==> config.mk <==
export PLATFORM = sky130hd
export DESIGN_NAME = fsm_job_arbiter_flat
export DESIGN_NICKNAME = d
export VERILOG_FILES = /design/src/rtl/fsm_job_arbiter_pkg.sv /design/src/rtl/fsm_job_arbiter_if.sv /design/src/rtl/fsm_job_arbiter_rr_pick.sv /design/src/rtl/fsm_job_arbiter.sv /design/src/flat_wrapper.sv
export SDC_FILE = /design/constraint.sdc
export NUM_CORES = 1
export LEC_CHECK = 0
export ABC_AREA = 1
export CELL_PAD_IN_SITES_DETAIL_PLACEMENT = 0
export CELL_PAD_IN_SITES_GLOBAL_PLACEMENT = 2
export CORE_MARGIN = 2
export CORE_UTILIZATION = 22
export CTS_CLUSTER_SIZE = 16
export DETAILED_ROUTE_END_ITERATION = 12
export HOLD_SLACK_MARGIN = 0.02
export PLACE_DENSITY = 0.82
export SLEW_MARGIN = 10
export SYNTH_ARGS = -nofsm -noshare
export SYNTH_HDL_FRONTEND = slang
export SYNTH_SLANG_ARGS = --single-unit
==> constraint.sdc <==
create_clock -name clk -period 1.9 [get_ports clk]
set_clock_uncertainty 0.1 [all_clocks]
set_input_delay 0.285 -clock clk [delete_from_list [all_inputs] [get_ports clk]]
set_output_delay 0.285 -clock clk [all_outputs]
set_load 0.005 [all_outputs]
==> src/rtl/fsm_job_arbiter_pkg.sv <==
// Shared definitions for the job arbiter: FSM state encodings, default
// parameter values and the round-robin search helper.
//   DEF_N / DEF_DW / DEF_TIMEOUT : default requester count, payload width
//                                  and watchdog limit in WAIT cycles
//   S_*                          : 3-bit FSM state encodings
//   next_rr(req, ptr, n)         : index of the first set req bit at or
//                                  after ptr, wrapping n-1 -> 0
package fsm_job_pkg;

    localparam int DEF_N       = 4;
    localparam int DEF_DW      = 8;
    localparam int DEF_TIMEOUT = 16;

    localparam logic [2:0] S_IDLE   = 3'd0;
    localparam logic [2:0] S_GRANT  = 3'd1;
    localparam logic [2:0] S_LAUNCH = 3'd2;
    localparam logic [2:0] S_FEED   = 3'd3;
    localparam logic [2:0] S_WAIT   = 3'd4;
    localparam logic [2:0] S_RESP   = 3'd5;
    localparam logic [2:0] S_ERR    = 3'd6;

    // req is zero-extended to 8 bits so one function serves every N in 2..8.
    // With no bit set, ptr is returned; callers qualify the result with |req.
    function automatic int unsigned next_rr(input logic [7:0]  req,
                                            input int unsigned ptr,
                                            input int unsigned n);
        int unsigned sel;
        int unsigned j;
        bit          found;
        sel   = ptr;
        found = 1'b0;
        for (int unsigned k = 0; k < 8; k++) begin
            j = (ptr + k) % n;
            if (!found && (k < n) && req[j]) begin
                sel   = j;
                found = 1'b1;
            end
        end
        return sel;
    endfunction

endpackage

==> src/rtl/fsm_job_arbiter_if.sv <==
// Bundle of the requester-side and engine-side handshakes of the job arbiter.
//   slave  : arbiter view (takes requests and engine status, drives grants,
//            responses and engine controls)
//   master : requester/engine view (the opposite directions)
// Signals:
//   req, req_valid, req_data        requester job requests and packed payloads
//   grant, rsp_valid, rsp_err,
//   rsp_data, busy                  arbiter status and responses
//   eng_ready, eng_done,
//   eng_data_out                    engine status and result
//   eng_start, eng_data_valid,
//   eng_data_in                     engine launch handshake and payload
interface fsm_job_arbiter_if
    import fsm_job_pkg::*;
#(
    parameter int N  = DEF_N,
    parameter int DW = DEF_DW
);
    logic [N-1:0]    req;
    logic [N-1:0]    req_valid;
    logic [N*DW-1:0] req_data;
    logic [N-1:0]    grant;
    logic [N-1:0]    rsp_valid;
    logic            rsp_err;
    logic [DW-1:0]   rsp_data;
    logic            busy;

    logic            eng_ready;
    logic            eng_done;
    logic [DW-1:0]   eng_data_out;
    logic            eng_start;
    logic            eng_data_valid;
    logic [DW-1:0]   eng_data_in;

    modport slave (
        input  req, req_valid, req_data, eng_ready, eng_done, eng_data_out,
        output grant, rsp_valid, rsp_err, rsp_data, busy,
               eng_start, eng_data_valid, eng_data_in
    );

    modport master (
        output req, req_valid, req_data, eng_ready, eng_done, eng_data_out,
        input  grant, rsp_valid, rsp_err, rsp_data, busy,
               eng_start, eng_data_valid, eng_data_in
    );

endinterface

==> src/rtl/fsm_job_arbiter_rr_pick.sv <==
// Combinational N-way round-robin picker.
//   i_req    : request vector
//   i_rr_ptr : highest-priority index for this pick
//   o_pick   : one-hot of the chosen requester, all zero when no request
//   o_idx    : binary index of the chosen requester
module fsm_job_arbiter_rr_pick
    import fsm_job_pkg::*;
#(
    parameter int N  = DEF_N,
    parameter int IW = $clog2(N)
) (
    input  logic [N-1:0]  i_req,
    input  logic [IW-1:0] i_rr_ptr,
    output logic [N-1:0]  o_pick,
    output logic [IW-1:0] o_idx
);

    logic [7:0]  w_req_ext;
    int unsigned w_sel;

    always_comb begin
        w_req_ext        = '0;
        w_req_ext[N-1:0] = i_req;
    end

    assign w_sel  = next_rr(w_req_ext, int'(i_rr_ptr), N);
    assign o_idx  = IW'(w_sel);
    assign o_pick = (|i_req) ? (N'(1) << o_idx) : '0;

endmodule

==> src/rtl/fsm_job_arbiter.sv <==
// Shares one single-job engine among N requesters, round-robin, with a
// watchdog that fails a job that hangs or is silently aborted by the engine.
//   clk    : clock, rising edge
//   reset  : asynchronous, active-high
//   if_bus : slave view of fsm_job_arbiter_if (requests/responses/engine)
//
// state  | meaning
// IDLE   | wait for any request while the engine is ready
// GRANT  | owner index held; latch owner payload and valid
// LAUNCH | one-cycle engine start pulse
// FEED   | present payload to engine, clear watchdog
// WAIT   | wait for done; watchdog or ready-rise abort -> ERR
// RESP   | pulse owner rsp_valid with captured result, advance pointer
// ERR    | pulse owner rsp_valid with rsp_err, advance pointer
module fsm_job_arbiter
    import fsm_job_pkg::*;
#(
    parameter int N       = DEF_N,
    parameter int DW      = DEF_DW,
    parameter int TIMEOUT = DEF_TIMEOUT
) (
    input  logic              clk,
    input  logic              reset,
    fsm_job_arbiter_if.slave  if_bus
);

    localparam int IW = $clog2(N);
    localparam int CW = $clog2(TIMEOUT);
    localparam logic [CW-1:0] TO_LAST  = CW'(TIMEOUT - 1);
    localparam logic [IW-1:0] IDX_LAST = IW'(N - 1);

    logic [2:0]    r_state;
    logic [IW-1:0] r_idx;
    logic [IW-1:0] r_rr_ptr;
    logic [DW-1:0] r_data;
    logic          r_valid;
    logic [DW-1:0] r_result;
    logic [CW-1:0] r_cnt;
    logic          r_ready_q;

    logic [N-1:0]  w_pick;
    logic [IW-1:0] w_pick_idx;
    logic [N-1:0]  w_owner;
    logic [IW-1:0] w_ptr_next;
    logic          w_abort;

    fsm_job_arbiter_rr_pick #(.N(N), .IW(IW)) u_rr_pick (
        .i_req    (if_bus.req),
        .i_rr_ptr (r_rr_ptr),
        .o_pick   (w_pick),
        .o_idx    (w_pick_idx)
    );

    assign w_owner    = N'(1) << r_idx;
    assign w_ptr_next = (r_idx == IDX_LAST) ? '0 : r_idx + 1'b1;
    // The engine raising ready without a done means it dropped the job.
    assign w_abort    = if_bus.eng_ready && !r_ready_q;

    always_ff @(posedge clk or posedge reset) begin
        if (reset) begin
            r_state   <= S_IDLE;
            r_idx     <= '0;
            r_rr_ptr  <= '0;
            r_data    <= '0;
            r_valid   <= 1'b0;
            r_result  <= '0;
            r_cnt     <= '0;
            r_ready_q <= 1'b0;
        end else begin
            r_ready_q <= if_bus.eng_ready;
            case (r_state)
                S_IDLE: begin
                    // Index is captured on entry so grant is clean from the
                    // first GRANT cycle; later req edges do not move it.
                    if (|w_pick && if_bus.eng_ready) begin
                        r_idx   <= w_pick_idx;
                        r_state <= S_GRANT;
                    end
                end
                S_GRANT: begin
                    r_data  <= if_bus.req_data[int'(r_idx)*DW +: DW];
                    r_valid <= if_bus.req_valid[r_idx];
                    r_state <= S_LAUNCH;
                end
                S_LAUNCH: r_state <= S_FEED;
                S_FEED: begin
                    r_cnt   <= '0;
                    r_state <= S_WAIT;
                end
                S_WAIT: begin
                    if (if_bus.eng_done) begin
                        r_result <= if_bus.eng_data_out;
                        r_state  <= S_RESP;
                    end else if ((r_cnt == TO_LAST) || w_abort) begin
                        r_state <= S_ERR;
                    end else if (r_cnt != '1) begin
                        r_cnt <= r_cnt + 1'b1;
                    end
                end
                S_RESP, S_ERR: begin
                    r_rr_ptr <= w_ptr_next;
                    r_state  <= S_IDLE;
                end
                default: r_state <= S_IDLE;
            endcase
        end
    end

    assign if_bus.busy           = (r_state != S_IDLE);
    assign if_bus.grant          = (r_state != S_IDLE) ? w_owner : '0;
    assign if_bus.eng_start      = (r_state == S_LAUNCH);
    assign if_bus.eng_data_valid = (r_state == S_FEED) && r_valid;
    assign if_bus.eng_data_in    = (r_state == S_FEED) ? r_data : '0;
    assign if_bus.rsp_valid      = ((r_state == S_RESP) || (r_state == S_ERR)) ? w_owner : '0;
    assign if_bus.rsp_err        = (r_state == S_ERR);
    assign if_bus.rsp_data       = (r_state == S_RESP) ? r_result : '0;

endmodule

==> src/flat_wrapper.sv <==
// flat-port wrapper written by rule: the top's interface ports become plain ports
module fsm_job_arbiter_flat import fsm_job_pkg::*;
#(
    parameter int N       = DEF_N,
    parameter int DW      = DEF_DW,
    parameter int TIMEOUT = DEF_TIMEOUT
)
  (clk, reset, if_bus_req, if_bus_req_valid, if_bus_req_data, if_bus_eng_ready, if_bus_eng_done, if_bus_eng_data_out, if_bus_grant, if_bus_rsp_valid, if_bus_rsp_err, if_bus_rsp_data, if_bus_busy, if_bus_eng_start, if_bus_eng_data_valid, if_bus_eng_data_in);
  fsm_job_arbiter_if #(.N(N), .DW(DW)) if_bus_i ();
  input  logic clk;
  input  logic reset;
  input wire logic [$bits(if_bus_i.req)-1:0] if_bus_req;
  input wire logic [$bits(if_bus_i.req_valid)-1:0] if_bus_req_valid;
  input wire logic [$bits(if_bus_i.req_data)-1:0] if_bus_req_data;
  input wire logic [$bits(if_bus_i.eng_ready)-1:0] if_bus_eng_ready;
  input wire logic [$bits(if_bus_i.eng_done)-1:0] if_bus_eng_done;
  input wire logic [$bits(if_bus_i.eng_data_out)-1:0] if_bus_eng_data_out;
  output wire logic [$bits(if_bus_i.grant)-1:0] if_bus_grant;
  output wire logic [$bits(if_bus_i.rsp_valid)-1:0] if_bus_rsp_valid;
  output wire logic [$bits(if_bus_i.rsp_err)-1:0] if_bus_rsp_err;
  output wire logic [$bits(if_bus_i.rsp_data)-1:0] if_bus_rsp_data;
  output wire logic [$bits(if_bus_i.busy)-1:0] if_bus_busy;
  output wire logic [$bits(if_bus_i.eng_start)-1:0] if_bus_eng_start;
  output wire logic [$bits(if_bus_i.eng_data_valid)-1:0] if_bus_eng_data_valid;
  output wire logic [$bits(if_bus_i.eng_data_in)-1:0] if_bus_eng_data_in;
  assign if_bus_i.req = if_bus_req;
  assign if_bus_i.req_valid = if_bus_req_valid;
  assign if_bus_i.req_data = if_bus_req_data;
  assign if_bus_i.eng_ready = if_bus_eng_ready;
  assign if_bus_i.eng_done = if_bus_eng_done;
  assign if_bus_i.eng_data_out = if_bus_eng_data_out;
  assign if_bus_grant = if_bus_i.grant;
  assign if_bus_rsp_valid = if_bus_i.rsp_valid;
  assign if_bus_rsp_err = if_bus_i.rsp_err;
  assign if_bus_rsp_data = if_bus_i.rsp_data;
  assign if_bus_busy = if_bus_i.busy;
  assign if_bus_eng_start = if_bus_i.eng_start;
  assign if_bus_eng_data_valid = if_bus_i.eng_data_valid;
  assign if_bus_eng_data_in = if_bus_i.eng_data_in;
  fsm_job_arbiter #(.N(N), .DW(DW), .TIMEOUT(TIMEOUT)) u_core (.clk(clk), .reset(reset), .if_bus(if_bus_i));
endmodule
# Word level (Yosys, flattened, before mapping)
# Index checks and enable logic that the tools add are counted.
# classes
addsub,5
order_cmp,5
n_eq_ne,14
shifts,3
muxes,30
n_reduce_logical,22
# ops
cell,count
indexed part select 32 x 6 -> 8 bit,1
two-way mux 4 bit,6
"less-than comparator 2 x 4 -> 1 bit, second input constant",4
two-way mux 8 bit,2
case mux 3 bit (5 select lines),1
binary-select mux 1 bit (select 2 bit),5
"equality test 3 bit, second input constant",3
two-way mux 3 bit,3
two-way mux 1 bit,8
two-way mux 2 bit,4
case mux 4 bit (2 select lines),1
OR reduction 4 bit,2
"<< shifter 1 x 2 -> 4 bit, first input constant",2
"equality test 3 x 2 -> 1 bit, second input constant",2
logical AND 1 bit,6
AND reduction 2 bit,3
"adder 2 x 1 -> 2 bit, second input constant",2
"adder 2 bit, second input constant",2
"adder 4 x 1 -> 4 bit, second input constant",1
"equality test 4 bit, second input constant",1
logical NOT 1 bit,4
"inequality test 2 x 1 -> 1 bit, second input constant",2
"inequality test 2 bit, second input constant",2
"inequality test 4 bit, second input constant",1
other kinds (10),11
# totals
reg_bits,29
input_bits,52
output_inout_bits,28

# Logic depth before layout (Yosys ltp)
# logic_depth
word_depth,18
depth_mapped,13

# Cells and area by module
# Synthesis repeated with hierarchy kept, for this count alone.
# unflattened
cells_unflattened,345
area_unflattened_um2,2239.6
# modules_own_cells
module,n_inst,cells_each,area_per_inst_um2,seq_area_each_um2
fsm_job_arbiter,1,259,1814.2,725.7
fsm_job_arbiter_rr_pick,1,86,425.4,0.0

# Worst setup path before layout
# OpenSTA, ideal clock, no wires.
# synth_path
path_kind,register to output
startpoint,register u_core.r_state[0]
endpoint,output port if_bus_rsp_valid[0]
t_arrival_ns,1.106
path_slack_ns,0.409
stages_incl_launch_ff,5
n_path_buf,0
path_cell_list,dfrtp_1 > or2_2 > o21ai_2 > inv_1 > nor2_1
# synth_via
elab_chain_len,3
word_cells_on_any_way,4
cone_classes,2 x eq/ne; 1 x mux; 1 x reduce/logical
# synth_lines
element,line_no,rtl
start: declaration,fsm_job_arbiter.sv:32,logic [2:0] r_state;
start signal: assignment,fsm_job_arbiter.sv:61,r_state <= S_IDLE;
start signal: assignment,fsm_job_arbiter.sv:77,r_state <= S_GRANT;
start signal: assignment,fsm_job_arbiter.sv:83,r_state <= S_LAUNCH;
equality test 3 bit,fsm_job_arbiter.sv:114,assign if_bus.rsp_valid = ((r_state == S_RESP) || (r_state == S_ERR)) ? w_owner : '0;
logical OR 1 bit *,fsm_job_arbiter.sv:114,
two-way mux 4 bit *,fsm_job_arbiter.sv:114,
end: declaration,flat_wrapper.sv:19,output wire logic [$bits(if_bus_i.rsp_valid)-1:0] if_bus_rsp_valid;
# Mark *: on every way between the ends. The rest lies on a longest branch, timed or not.

# Final worst setup path
# layout_path
startpoint,register u_core.r_state[0]
endpoint,output port if_bus_busy
# layout_via
elab_chain_len,1
# layout_lines
element,line_no,rtl
nonzero test 3 bit,fsm_job_arbiter.sv:109,assign if_bus.busy = (r_state != S_IDLE);
end: declaration,flat_wrapper.sv:22,output wire logic [$bits(if_bus_i.busy)-1:0] if_bus_busy;
# Every way passes these cells.

==> reports/results.txt <==
initial antenna violation count: 0
worst r2r path cells: 12
clock share of power: 12.2%
grt ovf: 0
Post-synth EDFFs: 0
largest net degree at the start of global routing: 30
die height: 99.72 µm
antenna cells: 0
RSZ-0062 raised after global routing: yes
Worst Hold Margin: 280.9 ps
CTS Hold Bufs: 0
Fin. Hold Viols: 0
post-synthesis sequential area ratio: 36.00%
r2r endpoint: u_core.r_idx[1]$_DFFE_PP0P_
Port Buf Inserts: 79
number of routed nets with antenna violations: 0
Reg power frac: 24.2%
vias in the first global route: 2148
first-pass GRT wire length: 10290 µm
post-synthesis compound-gate area fraction: 15.70%
clock root cell: clkbuf_8
Register Area: 726.9 µm²
combinational group share of total power: 63.6%
DR pass1 iterations: 4
Avg WL per Cell: 12.13 µm
worst reg2reg path startpoint: u_core.r_state[0]$_DFFE_PP0P_
relative slew slack: 74.50%
status: complete, no violations
DP Worst Slack: -122.2 ps
switching portion of total power: 43.83%
Worst Tran Pin Value: 382.5 ps
Worst-path clk slew: 60 ps
Max Cap Violations: 0
Int Power: 2.316 mW
Clock Latency Late Sink: 270 ps
CP endpoint kind: output pin
CTS H-tree lvls: 2
Slew Viols, Final: 0
Worst setup SP type: flop
GPL Wtd Cong: 0.8075
largest area contributor in the netlist: dfrtp_1
Worst EP arrival: 1510 ps
CP max stage delay: 390 ps
cell mode on critical path: buf_6
setup ws final: 5.420 ps
Vias/cell: 4.295
via count: 2195
Multi-input gate area: 1115 µm²
pwr dens: 1281 nW/µm²
overall routing resource usage: 12.82%
die area: 9944 µm²
clk sinks: 29
Routed WL: 6196 µm
dominant synthesized flop cell: dfrtp_1
Clock Path Buffers: 2
DRC viols: 0
register bit total from synthesis: 29
P_sw: 1.807 mW
Iter 0 DRT Violations: 59
post-synthesis net count: 352
ratio of cells with drive above 1 in the final layout: 22.08%
mean post-synth cell area: 6.833 µm²
mapped cell area: 2016 µm²
XOR/XNOR share of the synthesized area: 0.8690%
simple-gate share of the synthesized area: 33.89%
Adder-Cell Fraction of Synth Area: 3.104%
multiplexer share of the synthesized area: 0%
initial core utilization: 22.89%
Final #Nets: 460
Ys Warns: 0
Buf/Inv on CP: 6
area post-placement: 3005 µm²
Worst EP required: 1510 ps
Final Cycle Share: 99.71%
Layout area overhead: 59.71%
main combinational cell family by area after synthesis: simple AND/OR/NAND/NOR gates
total core area: 8806 µm²
Inserted Clock Buffers: 5
chip width: 99.72 µm
FP Rows: 34
maximum fanout along the worst path: 5
Sum Neg Setup Slack: 0 ps
fin crit period: 1895 ps
Fill cells: 967
Critical-path top delay cell: dfrtp_1
Yosys top cell area share: 36.00%
worst path cell trace: buf_6 > nor2_4 > inv_2 > nor2_4 > buf_6 > buf_6 > inv_4 > buf_6
Post-DP HPWL: 4563 µm
worst vdd ir: 0.4615 mV
CTS tree: done
finished layout cell area: 3219 µm²
Synth area leaders: dfrtp_1 36%, nor2_1 10%, nand2_1 9.7%
Crit Path Class: flop to output pin
worst hold path type: input pin to asynchronous set/reset pin
Synth Instances: 295
final setup violation count: 0
Leakage: 1.599 nW
Synth cell types: 30
family with the most delay on the worst path: buffers and inverters
ys async rst share: 100.0%
Max Freq: 527.8 MHz
flop-to-flop setup slack: 260 ps
I/O pin count: 80
total power draw: 4.123 mW
-- state kept, by name, summed over array words and instances, names as in the netlist --
register and count:
u_core.r_result 8, u_core.r_rr_ptr 2, u_core.r_state 3, u_core.r_data 8
u_core.r_cnt 4, u_core.r_idx 2, u_core.r_ready_q 1, u_core.r_valid 1
-- worst register-to-register path: stages (launching register included) --
cell and delay, ps:
dfrtp_1 390, buf_6 140, nor2_4 120, inv_2 50
nor2_4 170, buf_6 140, buf_6 100, inv_4 30
nor2_2 130, nand2_1 70, inv_1 50, nand2_1 40
nand2_1 50
-- metrics by stage --
step / std cells / util (%)
floorplan: 295 / -
global route: 511 / 36.56
detailed placement: 488 / 34.13
global placement: 488 / 34.13
finish: 511 / 36.56
CTS: 505 / 36.18
-- logic make-up (layout without fill, tap and decap cells) --
kind of cell,count (synthesis),count (layout)
AOI/OAI and AO/OA,57,57
xor gates and xnor gates,2,2
adders and majority gates,5,5
buffers and inverters,50,158
DFF,29,29
and+or+nand+nor,152,152
-- power by group through the flow --
stage               Sequential [mW]  Combinational (mW)  Clock (mW)
floorplan                     0.979                1.49           0
global placement              0.985                2.33           0
detailed placement            0.994                2.35           0
CTS                           0.995                2.50       0.524
global route                   1.02                2.98       0.551
finish                        0.998                2.62       0.502
-- synth_stat cells (5+ instances only) --
master / count
a21oi_1: 10
nand2_2: 14
nor2_2: 5
buf_2: 5
dfrtp_1: 29
nand2_1: 52
o21ai_0: 32
o22ai_1: 9
inv_1: 35
ha_1: 5
nand3_1: 16
nor2_1: 55
-- what timing repair did --
| item | in CTS | in global routing |
|---|---|---|
| resized for setup | 58 | 21 |
| endpoints found under the setup margin | 28 | 10 |
| cloned | 1 | 0 |
| setup buffers | 9 | 6 |
| pin swaps | 2 | 5 |
-- per-layer routing --
layer | vias up | GRT usage, % | part of all wire [%]
met4 | 0 | 3.477 | 0.89
met3 | 6 | 2.319 | 4.5
li1 | 1151 | - | -
met1 | 988 | 17.91 | 50
met5 | - | 0 | 0
met2 | 50 | 20.37 | 44
-- cell type report --
type                       instances  area share, %
multi-input combinational        216          34.63
clock buffer                       7          2.682
timing repair buffer             112          31.21
tap                              108          4.197
sequential                        29          22.58
inverter                          39          4.703
-- cells in the final DEF, fill, tap and decap left out, drive strengths merged --
cell type       n
nand2          68
nor2           61
clkdlybuf4s50  51
inv            38
buf            37
o21ai          34
dfrtp          29
nand3          18
dlygate4sd2    17
clkbuf         13
a21oi          10
o22ai           9
ha              5
nor3            2
nand4           2
o31ai           2
or2             1
clkinv          1
xor2            1
a21boi          1
a32o            1
xnor2           1
clkdlybuf4s15   1
-- worst max path at each step --
| stage | cells after the start | slack [ps] | end | startpoint |
|---|---|---|---|---|
| 6_report | 8 | 5 | if_bus_busy | u_core.r_state[0]$_DFFE_PP0P_ |
| 5_1_grt | 8 | -70 | if_bus_busy | u_core.r_state[0]$_DFFE_PP0P_ |
| 3_5_place_dp | 5 | -120 | if_bus_rsp_valid[0] | u_core.r_state[0]$_DFFE_PP0P_ |
| 3_3_place_gp | 5 | -70 | if_bus_rsp_valid[1] | u_core.r_state[0]$_DFFE_PP0P_ |
| 2_1_floorplan | 4 | 410 | if_bus_rsp_valid[0] | u_core.r_state[0]$_DFFE_PP0P_ |
| 4_1_cts | 7 | -60 | if_bus_grant[0] | u_core.r_state[1]$_DFFE_PP0P_ |
(Power assumes the default switching activity.)
